### config.mk
export PLATFORM = sky130hd
export DESIGN_NAME = fp_divider_flat
export DESIGN_NICKNAME = d
export VERILOG_FILES = /design/src/rtl/fp_pkg.sv /design/src/rtl/fp_divider_if.sv /design/src/rtl/fp_div_core.sv /design/src/rtl/fp_divider.sv /design/src/flat_wrapper.sv
export SDC_FILE = /design/constraint.sdc
export NUM_CORES = 1
export LEC_CHECK = 0
export CORE_ASPECT_RATIO = 0.6
export CORE_UTILIZATION = 35
export CTS_BUF_LIST = sky130_fd_sc_hd__clkbuf_4 sky130_fd_sc_hd__clkbuf_8
export DETAILED_ROUTE_END_ITERATION = 7
export GPL_TIMING_DRIVEN = 0
export PLACE_DENSITY = 0.55
export SLEW_MARGIN = 0
export SYNTH_ARGS = -nofsm -noshare
export SYNTH_HDL_FRONTEND = slang
export SYNTH_SLANG_ARGS = --single-unit
### constraint.sdc
create_clock -name clk -period 9.41 [get_ports clk]
set_clock_uncertainty 0.15 [all_clocks]
set_input_delay 1.882 -clock clk [delete_from_list [all_inputs] [get_ports clk]]
set_output_delay 1.882 -clock clk [all_outputs]
set_load 0.05 [all_outputs]
### src/rtl/fp_pkg.sv
// Shared FP32 field widths, constants, FSM encoding and the result packer
// used by the multi-cycle FP32 divider.
package fp_pkg;
  localparam int EXP_W   = 8;
  localparam int FRAC_W  = 23;
  localparam int MANT_W  = FRAC_W + 1;
  localparam int Q_W     = 26;
  localparam int BIAS    = 127;
  localparam int EXP_MAX = 255;
  localparam logic [31:0] QNAN = 32'h7FC0_0000;

  typedef enum logic [2:0] {IDLE, UNPACK, DIVIDE, NORM, DONE} state_e;

  // Saturates out-of-range exponents to signed infinity / signed zero.
  function automatic logic [31:0] fp_pack(input logic s, input logic signed [9:0] e,
                                          input logic [FRAC_W-1:0] f);
    if (int'(e) >= EXP_MAX)  return {s, {EXP_W{1'b1}}, {FRAC_W{1'b0}}};
    else if (int'(e) <= 0)   return {s, 31'd0};
    else                     return {s, e[EXP_W-1:0], f};
  endfunction
endpackage

### src/rtl/fp_divider_if.sv
// Request/response bundle between a requester and the FP32 divider.
interface fp_divider_if;
  logic        start;
  logic [31:0] a;
  logic [31:0] b;
  logic        busy;
  logic        done;
  logic [31:0] out;
  logic        div_by_zero;

  modport master (output start, a, b, input busy, done, out, div_by_zero);
  modport slave  (input start, a, b, output busy, done, out, div_by_zero);
endinterface

### src/rtl/fp_div_core.sv
// Restoring shift-subtract mantissa divider: 26 quotient bits, one per cycle,
// plus a left-shift hook used by the normaliser on the finished quotient.
module fp_div_core
  import fp_pkg::*;
(
  input  logic              clk,
  input  logic              rst_n,
  input  logic              load,
  input  logic              shl,
  input  logic [MANT_W-1:0] ma,
  input  logic [MANT_W-1:0] mb,
  output logic [Q_W-1:0]    q,
  output logic              last
);
  logic [Q_W-1:0]    rem_d, rem_q, q_d, q_q, diff;
  logic [MANT_W-1:0] div_d, div_q;
  logic [4:0]        cnt_d, cnt_q;
  logic              ge;

  always_comb begin
    ge    = rem_q >= {2'b00, div_q};
    diff  = rem_q - {2'b00, div_q};
    rem_d = rem_q;
    div_d = div_q;
    q_d   = q_q;
    cnt_d = cnt_q;
    if (load) begin
      rem_d = {2'b00, ma};
      div_d = mb;
      q_d   = '0;
      cnt_d = 5'(Q_W);
    end else if (cnt_q != 5'd0) begin
      rem_d = (ge ? diff : rem_q) << 1;
      q_d   = {q_q[Q_W-2:0], ge};
      cnt_d = cnt_q - 5'd1;
    end else if (shl) begin
      q_d   = {q_q[Q_W-2:0], 1'b0};
    end
  end

  always_ff @(posedge clk or negedge rst_n) begin
    if (!rst_n) begin
      rem_q <= '0;
      div_q <= '0;
      q_q   <= '0;
      cnt_q <= '0;
    end else begin
      rem_q <= rem_d;
      div_q <= div_d;
      q_q   <= q_d;
      cnt_q <= cnt_d;
    end
  end

  assign q    = q_q;
  assign last = (cnt_q == 5'd1);
endmodule

### src/rtl/fp_divider.sv
// FP32 divider: operand unpack and special-case screening, FSM control,
// quotient normalisation and truncating pack around fp_div_core.
module fp_divider
  import fp_pkg::*;
(
  input  logic        clk,
  input  logic        rst_n,
  fp_divider_if.slave io
);
  state_e             state_q;
  logic [31:0]        a_q, b_q, res_q, out_q;
  logic               sign_q, busy_q, done_q, dz_q, res_dz_q;
  logic signed [9:0]  exp_q, exp_un;
  logic [EXP_W-1:0]   fa, fb, ea, eb;
  logic [MANT_W-1:0]  ma, mb;
  logic [Q_W-1:0]     q;
  logic               sgn, a_zero, b_zero, nan_in, core_load, core_last, norm_shift;

  // Zero exponent field unpacks as exponent 1 with no hidden bit.
  always_comb begin
    fa        = a_q[30:23];
    fb        = b_q[30:23];
    ea        = (fa == '0) ? 8'd1 : fa;
    eb        = (fb == '0) ? 8'd1 : fb;
    ma        = {fa != '0, a_q[FRAC_W-1:0]};
    mb        = {fb != '0, b_q[FRAC_W-1:0]};
    exp_un    = 10'(int'(ea) - int'(eb) + BIAS);
    sgn       = a_q[31] ^ b_q[31];
    a_zero    = (a_q[30:0] == '0);
    b_zero    = (b_q[30:0] == '0);
    nan_in    = (fa == 8'hFF) || (fb == 8'hFF);
    core_load = (state_q == UNPACK) && !(a_zero || b_zero || nan_in);
    norm_shift = (state_q == NORM) && !q[25] && !q[24] && (int'(exp_q) > 1);
  end

  fp_div_core u_core (
    .clk  (clk),
    .rst_n(rst_n),
    .load (core_load),
    .shl  (norm_shift),
    .ma   (ma),
    .mb   (mb),
    .q    (q),
    .last (core_last)
  );

  always_ff @(posedge clk or negedge rst_n) begin
    if (!rst_n) begin
      state_q  <= IDLE;
      a_q      <= '0;
      b_q      <= '0;
      res_q    <= '0;
      out_q    <= '0;
      exp_q    <= '0;
      sign_q   <= 1'b0;
      busy_q   <= 1'b0;
      done_q   <= 1'b0;
      dz_q     <= 1'b0;
      res_dz_q <= 1'b0;
    end else begin
      done_q <= 1'b0;
      case (state_q)
        IDLE: if (io.start) begin
          a_q     <= io.a;
          b_q     <= io.b;
          busy_q  <= 1'b1;
          state_q <= UNPACK;
        end
        UNPACK: begin
          sign_q   <= sgn;
          exp_q    <= exp_un;
          res_dz_q <= 1'b0;
          state_q  <= DONE;
          if (b_zero) begin
            res_q    <= {sgn, 8'hFF, 23'd0};
            res_dz_q <= 1'b1;
          end else if (a_zero) begin
            res_q    <= {sgn, 31'd0};
          end else if (nan_in) begin
            res_q    <= QNAN;
          end else begin
            state_q  <= DIVIDE;
          end
        end
        DIVIDE: if (core_last) state_q <= NORM;
        NORM: begin
          if (q[25]) begin
            res_q   <= fp_pack(sign_q, exp_q, q[24:2]);
            state_q <= DONE;
          end else if (norm_shift) begin
            exp_q   <= exp_q - 10'sd1;
          end else begin
            res_q   <= fp_pack(sign_q, exp_q - 10'sd1, q[23:1]);
            state_q <= DONE;
          end
        end
        // Result becomes visible only with the done pulse.
        DONE: begin
          out_q   <= res_q;
          dz_q    <= res_dz_q;
          done_q  <= 1'b1;
          busy_q  <= 1'b0;
          state_q <= IDLE;
        end
        default: state_q <= IDLE;
      endcase
    end
  end

  assign io.busy        = busy_q;
  assign io.done        = done_q;
  assign io.out         = out_q;
  assign io.div_by_zero = dz_q;
endmodule

### src/flat_wrapper.sv
// flat-port wrapper written by rule: the top's interface ports become plain ports
module fp_divider_flat import fp_pkg::*;
  (clk, rst_n, io_start, io_a, io_b, io_busy, io_done, io_out, io_div_by_zero);
  fp_divider_if io_i ();
  input  logic clk;
  input  logic rst_n;
  input wire logic [$bits(io_i.start)-1:0] io_start;
  input wire logic [$bits(io_i.a)-1:0] io_a;
  input wire logic [$bits(io_i.b)-1:0] io_b;
  output wire logic [$bits(io_i.busy)-1:0] io_busy;
  output wire logic [$bits(io_i.done)-1:0] io_done;
  output wire logic [$bits(io_i.out)-1:0] io_out;
  output wire logic [$bits(io_i.div_by_zero)-1:0] io_div_by_zero;
  assign io_i.start = io_start;
  assign io_i.a = io_a;
  assign io_i.b = io_b;
  assign io_busy = io_i.busy;
  assign io_done = io_i.done;
  assign io_out = io_i.out;
  assign io_div_by_zero = io_i.div_by_zero;
  fp_divider u_core (.clk(clk), .rst_n(rst_n), .io(io_i));
endmodule
==> results of run 1 <==
## power by group
part / total, µW / switching [µW] / internal [µW]
combinational: 3500 / 2090 / 1410
sequential: 1790 / 353 / 1440
clock: 945 / 427 / 519
total: 6240 / 2870 / 3370
## flip-flops by register name (all words and copies together) (netlist names), 3 cells and up
| signal | cells |
|---|---|
| u_core.a_q | 32 |
| u_core.b_q | 32 |
| u_core.exp_q | 10 |
| u_core.io.out | 32 |
| u_core.res_q | 32 |
| u_core.state_q | 3 |
| u_core.u_core.cnt_q | 5 |
| u_core.u_core.div_q | 24 |
| u_core.u_core.q | 26 |
| u_core.u_core.rem_q | 26 |
## through the flow
| stage | TNS, ns | cells | hold WS, ns | setup slack (ns) | utilization |
|---|---|---|---|---|---|
| 6_report | 0 | 1887 | 0.337 | 5.54 | 0.431 |
| 5_1_grt | 0 | 1887 | 0.374 | 5.44 | 0.431 |
| 4_1_cts | 0 | 1887 | 0.338 | 5.52 | 0.431 |
| 3_5_place_dp | 0 | 1824 | 0.322 | 5.17 | 0.408 |
| 3_3_place_gp | -876.41 | 1820 | 0.318 | -3.90 | 0.405 |
| 2_1_floorplan | 0 | 1260 | 0.291 | 5.86 | - |
## Yosys cell counts (3+ instances only)
cell | n | area (µm²)
dfrtp_1 | 227 | 5680
nand2_1 | 148 | 556
nor2_1 | 113 | 424
mux2_2 | 92 | 1040
o21ai_0 | 91 | 455
a21oi_1 | 76 | 380
clkbuf_1 | 64 | 240
inv_1 | 50 | 188
ha_1 | 41 | 513
nor3_1 | 32 | 160
a22oi_1 | 26 | 195
nand3_1 | 22 | 110
xnor2_1 | 22 | 193
nor4_1 | 21 | 131
mux2i_1 | 14 | 140
nand4_1 | 14 | 87.6
a31oi_1 | 12 | 75.1
a221oi_1 | 10 | 87.6
nand2b_1 | 10 | 62.6
o211ai_1 | 9 | 67.6
o31ai_1 | 9 | 67.6
o21a_1 | 8 | 60.1
o21ai_1 | 8 | 40.0
a21o_1 | 7 | 52.6
nor2b_1 | 7 | 43.8
o22ai_1 | 7 | 43.8
or2_2 | 7 | 43.8
and2_1 | 6 | 37.5
nor3b_1 | 6 | 45.0
or3_1 | 6 | 37.5
xor2_1 | 5 | 43.8
a211o_1 | 3 | 26.3
a211oi_1 | 3 | 22.5
and3_1 | 3 | 18.8
buf_6 | 3 | 33.8
o2111ai_1 | 3 | 26.3
o21bai_1 | 3 | 22.5
o221ai_1 | 3 | 26.3
## per-layer routing
layer | up-vias | part of all wire | GRT usage
li1 | 4833 | - | -
met1 | 4983 | 0.55 | 0.339
met2 | 301 | 0.36 | 0.247
met3 | 42 | 0.073 | 0.0498
met4 | 2 | 0.015 | 0.0462
met5 | - | 0.00031 | 0
## final cells by class
cell class | count | area (µm²) | area share
inverters | 50 | 188 | 0.0128
repair buffers | 105 | 1090 | 0.0745
flip-flops and latches | 227 | 5680 | 0.388
plain buffers | 74 | 318 | 0.0217
clock inverters | 10 | 110 | 0.00753
well taps | 459 | 574 | 0.0393
multi-input cells | 909 | 6000 | 0.410
clock buffers | 53 | 673 | 0.0460
## kinds of logic after synthesis
| logic type | count (synthesis) | share of synthesized area |
|---|---|---|
| muxes | 106 | 0.0966 |
| DFF | 227 | 0.467 |
| AOI/OAI and AO/OA | 320 | 0.172 |
| buffers and inverters | 124 | 0.0415 |
| adders and majority gates | 43 | 0.0446 |
| and+or+nand+nor | 413 | 0.159 |
| xor gates and xnor gates | 27 | 0.0194 |
## worst reg2reg max path: cells and delay by family, from the launching register on
kind	cells	cell delay, ns
adder cells (fa/ha/maj)	1	0.20
AO/OA/AOI/OAI	3	0.94
AND/OR/NAND/NOR	3	1.01
buffers and inverters	4	0.90
flip-flops	1	0.42
## final timing paths
kind / from / to / slack, ns
worst max-delay path: u_core.io.out[6] / io_out[6] / 5.54
worst min-delay path: u_core.u_core.q[0] / u_core.u_core.q[0] / 0.34
worst max register to register: u_core.exp_q[0] / u_core.res_q[5] / 5.65
worst min register to register: u_core.u_core.q[0] / u_core.u_core.q[0] / 0.34
max in group asynchronous: rst_n / u_core.io.out[10] / 7.32
min in group asynchronous: rst_n / u_core.b_q[21] / 0.99
==> results.md, run 1 <==
* Outcome: completed
* Total number of vias at between 10,000 and 15,000
* Cell Area, Placed at roughly 14,000 µm²
* Die Ht at 146 µm
* Post-synthesis async set-or-reset flop share at 1.00
* DRC at 0
* Fin crit period at 3.87 ns
* Die area at between 30,000 and 40,000 µm²
* Worst Path Max Fanout at 2
* Die width at around 240 µm
* Area grow syn2layout at 20.2%
* Via density at 5.38
* Clock-pin slew on the worst setup and hold paths at around 0.070 ns
* Share of post-route cells with drive strength above 1 at 0.138
* Synthesized area at 12,200 µm²
* Largest net degree at the start of global routing at 114
* Drt pass-1 iters at 5
* Num CTS Buffers at 38
* Final ANT Viol Nets at 0
* WHS Path Cells at 2
* Fmax at between 0.2 and 0.3 GHz
* Post-CTS setup buffer count at 0
* Routed Wire Length at 35,700 µm
* Remaining global-route overflow at 0
* Most common cell after layout, fill and taps aside: dfrtp_1
* Setup Viol. Count Final at 0
* Seq/Total Area, Yosys at 0.467
* Final slew viol count at 0
* H-tree depth at 2
* Num ports at roughly 100
* Power per cell area at around 430 nW/µm²
* Std-Cell Rows at 52
* Worst-margin pin slew at about 1.3 ns
* Normalized max-slew margin at 0.138
* First-pass GRT wire length at around 56,000 µm
* Number of synthesized register bits at 227
* Initial Util at 0.358
* CTS root buf: clkbuf_8
* Synth Flop Type: dfrtp_1
* Syn Area/Cell at 9.66 µm²
* Resized cells post-CTS at 0
* CTS tree: done
* Final Cell Area at 14,600 µm²
* Nets at 1,514
* Levels on crit path at 1
* Fillers at ~3,300
* RSZ-0062 raised after global routing: no
* Crit Path Class: flip-flop to output port
* WP data required at approximately 7.4 ns
* Register-to-Register Path Depth at 11
* Power after layout at between 6000 and 7000 µW
* Final hold vios at 0
* Peak VDD IR at between 0.1 and 0.15 mV
* Syn_nets at around 1,400
* Lkg Pwr at 0.00597 µW
* Critical Path Max Stage Delay at about 0.83 ns
* Crit-path slowest cell: clkdlybuf4s50_1
* # hold bufs at CTS at 0
* Post-synthesis cell count at approximately 1,300
* GRT Overall Usage at 0.203
* Gpl congestion at ~0.93
* Worst path bufs/invs at 1
* Cell Chain, Critical Path: clkdlybuf4s50_1
* ANT cells at 0
* Min-delay worst type: flip-flop to flip-flop
* Commonest cells after routing, fill and taps aside: 227 x dfrtp_1, 148 x nand2_1, 113 x nor2_1, 100 x clkdlybuf4s50_1, 92 x mux2_2
* Worst-skew pair later-pin latency at just under 0.6 ns
* Critical Path AT at about 1.8 ns
* Period utilization at 0.411
* Core area at about 34,000 µm²
* Top delay family on crit path: buffers and inverters
* Synthesis warning total at 0
* Vias in the first global route at approximately 9,700
* Maxcap violations at 0
* CP endpoint kind: output port
* Distinct cell type count of the synthesized netlist at 93
* CP startpoint kind: flip-flop
* Post-synth EDFFs at 0
* Routed len/inst at 18.9 µm
* PortBufs at slightly above 100
* Clock sink total at 227
* Post-DP HPWL at about 26,000 µm
* Iteration-0 DRC Markers at around 830
* Longest Clk Path Bufs at 3
* Initial antenna violation count at 1
Power figures use the tool's default switching activity.
==> run 2: changes to the inputs <==
Settings changed: PLACE_DENSITY 0.55 to 0.57.
Clock period 9.41 ns to 3.45 ns, I/O delays scaled along.
==> results.md, run 2 (synthesis results as in run 1) <==
* Outcome: completed
* Routed Wire Length at between 30,000 and 40,000 µm
* Remaining global-route overflow at 0
* Die area at approximately 36,000 µm²
* Core area at 34,000 µm²
* Lkg Pwr at ~0.0061 µW
* Num CTS Buffers at 39
* Longest Clk Path Bufs at 3
* Worst Path Max Fanout at 10
* Met3 Track Usage GR at 0.0489
* PortBufs at 101
* Drt pass-1 iters at 7
* Final ANT Viol Nets at 0
* GRT Overall Usage at 0.205
* Initial antenna violation count at 0
* Min-delay worst type: primary input to async pin
* Top delay family on crit path: compound AO/OA/AOI/OAI gates
* Power per cell area at approximately 1200 nW/µm²
* R2r setup slk at roughly 0.11 ns
* CP startpoint kind: flip-flop
* GRT busiest layer: met1
* DRC at 0
* Final hold vios at 0
* Maxcap violations at 0
* ANT cells at 0
* Clock sink total at 227
* Fin crit period at about 3.3 ns
* Routing usage on met1 at 0.344
* H-tree depth at 2
* Die Ht at 146 µm
* Worst-margin pin slew at about 1.3 ns
* Iteration-0 DRC Markers at approximately 1,000
* CP endpoint kind: flip-flop
* Gpl congestion at 0.922
* # hold bufs at CTS at 0
* Most common cell after layout, fill and taps aside: dfrtp_1
* Worst-skew pair later-pin latency at a little under 0.6 ns
* Total number of vias at 10,200
* Std-Cell Rows at 52
* Cell Area, Placed at between 10,000 and 15,000 µm²
* Largest net degree at the start of global routing at roughly 120
* Crit Path Class: flip-flop to flip-flop
* Period utilization at 0.967
* Final slew viol count at 0
* Initial Util at 0.358
* Num ports at about 100
* CTS root buf: clkbuf_8
* Worst path bufs/invs at 2
* Commonest cells after routing, fill and taps aside: 227 x dfrtp_1, 148 x nand2_1, 112 x nor2_1, 100 x clkdlybuf4s50_1, 92 x mux2_2
* Nets at between 1,500 and 2,000
* First-pass GRT wire length at roughly 57,000 µm
* Share of post-route cells with drive strength above 1 at 0.162
* Post-DP HPWL at around 26,000 µm
* Normalized max-slew margin at 0.133
* Power after layout at between 15,000 and 20,000 µW
* Crit-path slowest cell: a2111oi_4
* Cell Chain, Critical Path: inv_1 -> ha_1 -> fa_1 -> nor2b_1 -> o2111ai_2 -> a2111oi_4 -> o31a_1 -> a21oi_4 -> buf_6 -> a311oi_2 -> o22ai_1
* Peak VDD IR at roughly 0.37 mV
* WP data required at 3.70 ns
* Sum Neg Setup Slack at 0 ns
* Die width at between 200 and 250 µm
* Fmax at ~0.3 GHz
* Area grow syn2layout at 21.9%
* Clock-pin slew on the worst setup and hold paths at 0.07 ns
* Vias in the first global route at roughly 10,000
* CTS tree: done
* Setup Viol. Count Final at 0
* Met2 Use GR at 0.250
* Final Cell Area at ~15,000 µm²
* Via density at ~5.4
* Routed len/inst at around 19 µm
* Critical Path Max Stage Delay at 0.46 ns
* Critical Path AT at 3.59 ns
## run 2: changes by cell type in the layout (fill, tap and decap cells not counted), sizes merged
cell / change
clkinv: +5
buf: +4
clkbuf: +2
bufinv: -1
## run 2: final timing paths
check | startpoint | endpoint | depth (start not counted)
setup / recovery | u_core.u_core.rem_q[0] | u_core.u_core.rem_q[20] | 11
hold / removal | rst_n | u_core.b_q[23] | 1
setup reg to reg | u_core.u_core.rem_q[0] | u_core.u_core.rem_q[20] | 11
hold reg to reg | u_core.res_q[6] | u_core.io.out[6] | 1
max in group asynchronous | rst_n | u_core.io.out[14] | 2
min in group clk | u_core.res_q[6] | u_core.io.out[6] | 1
## run 2: through the flow
step / util / hold slack [ns] / setup WS (ns) / instances
2_1_floorplan: - / 0.244 / 0.468 / 1260
3_3_place_gp: 0.405 / 0.317 / -8.62 / 1820
3_5_place_dp: 0.407 / 0.329 / -0.378 / 1822
4_1_cts: 0.433 / 0.0718 / 0.0182 / 1894
5_1_grt: 0.437 / 0.0908 / -0.000332 / 1897
6_report: 0.437 / 0.0104 / 0.115 / 1897
## run 2: where the power goes
part / internal (µW) / switching, µW / total (µW)
logic: 3940 / 5790 / 9730
registers: 3930 / 1000 / 4930
clock network: 1420 / 1200 / 2620
## run 2: worst reg2reg max path: stages (launching register included)
cell	delay, ns
dfrtp_1	0.32
inv_1	0.06
ha_1	0.22
fa_1	0.42
nor2b_1	0.20
o2111ai_2	0.19
a2111oi_4	0.46
o31a_1	0.27
a21oi_4	0.15
buf_6	0.24
a311oi_2	0.34
o22ai_1	0.12
## run 2: final cells by class
class                           instances  area [µm²]
Fill cell                            3346       19100
Sequential cell                       227        5680
Timing Repair Buffer                  109        1100
Inverter                               50         188
Buffer                                 73         327
Clock buffer                           56         714
Clock inverter                         14         106
Multi-Input combinational cell        909        6150
Tap cell                              459         574
## run 2: timing repair
item                                    CTS  global route
resized for setup                         9            31
endpoints found under the setup margin   89            87
endpoints found under the hold margin     0             0
pin swaps                                 3             4
buffers inserted                          3             3
## run 2: metal layers
layer / wire length, µm / share of wire
met5: 0 / 0
met4: 610 / 0.017
met3: 2660 / 0.074
met2: 12900 / 0.36
met1: 19500 / 0.55
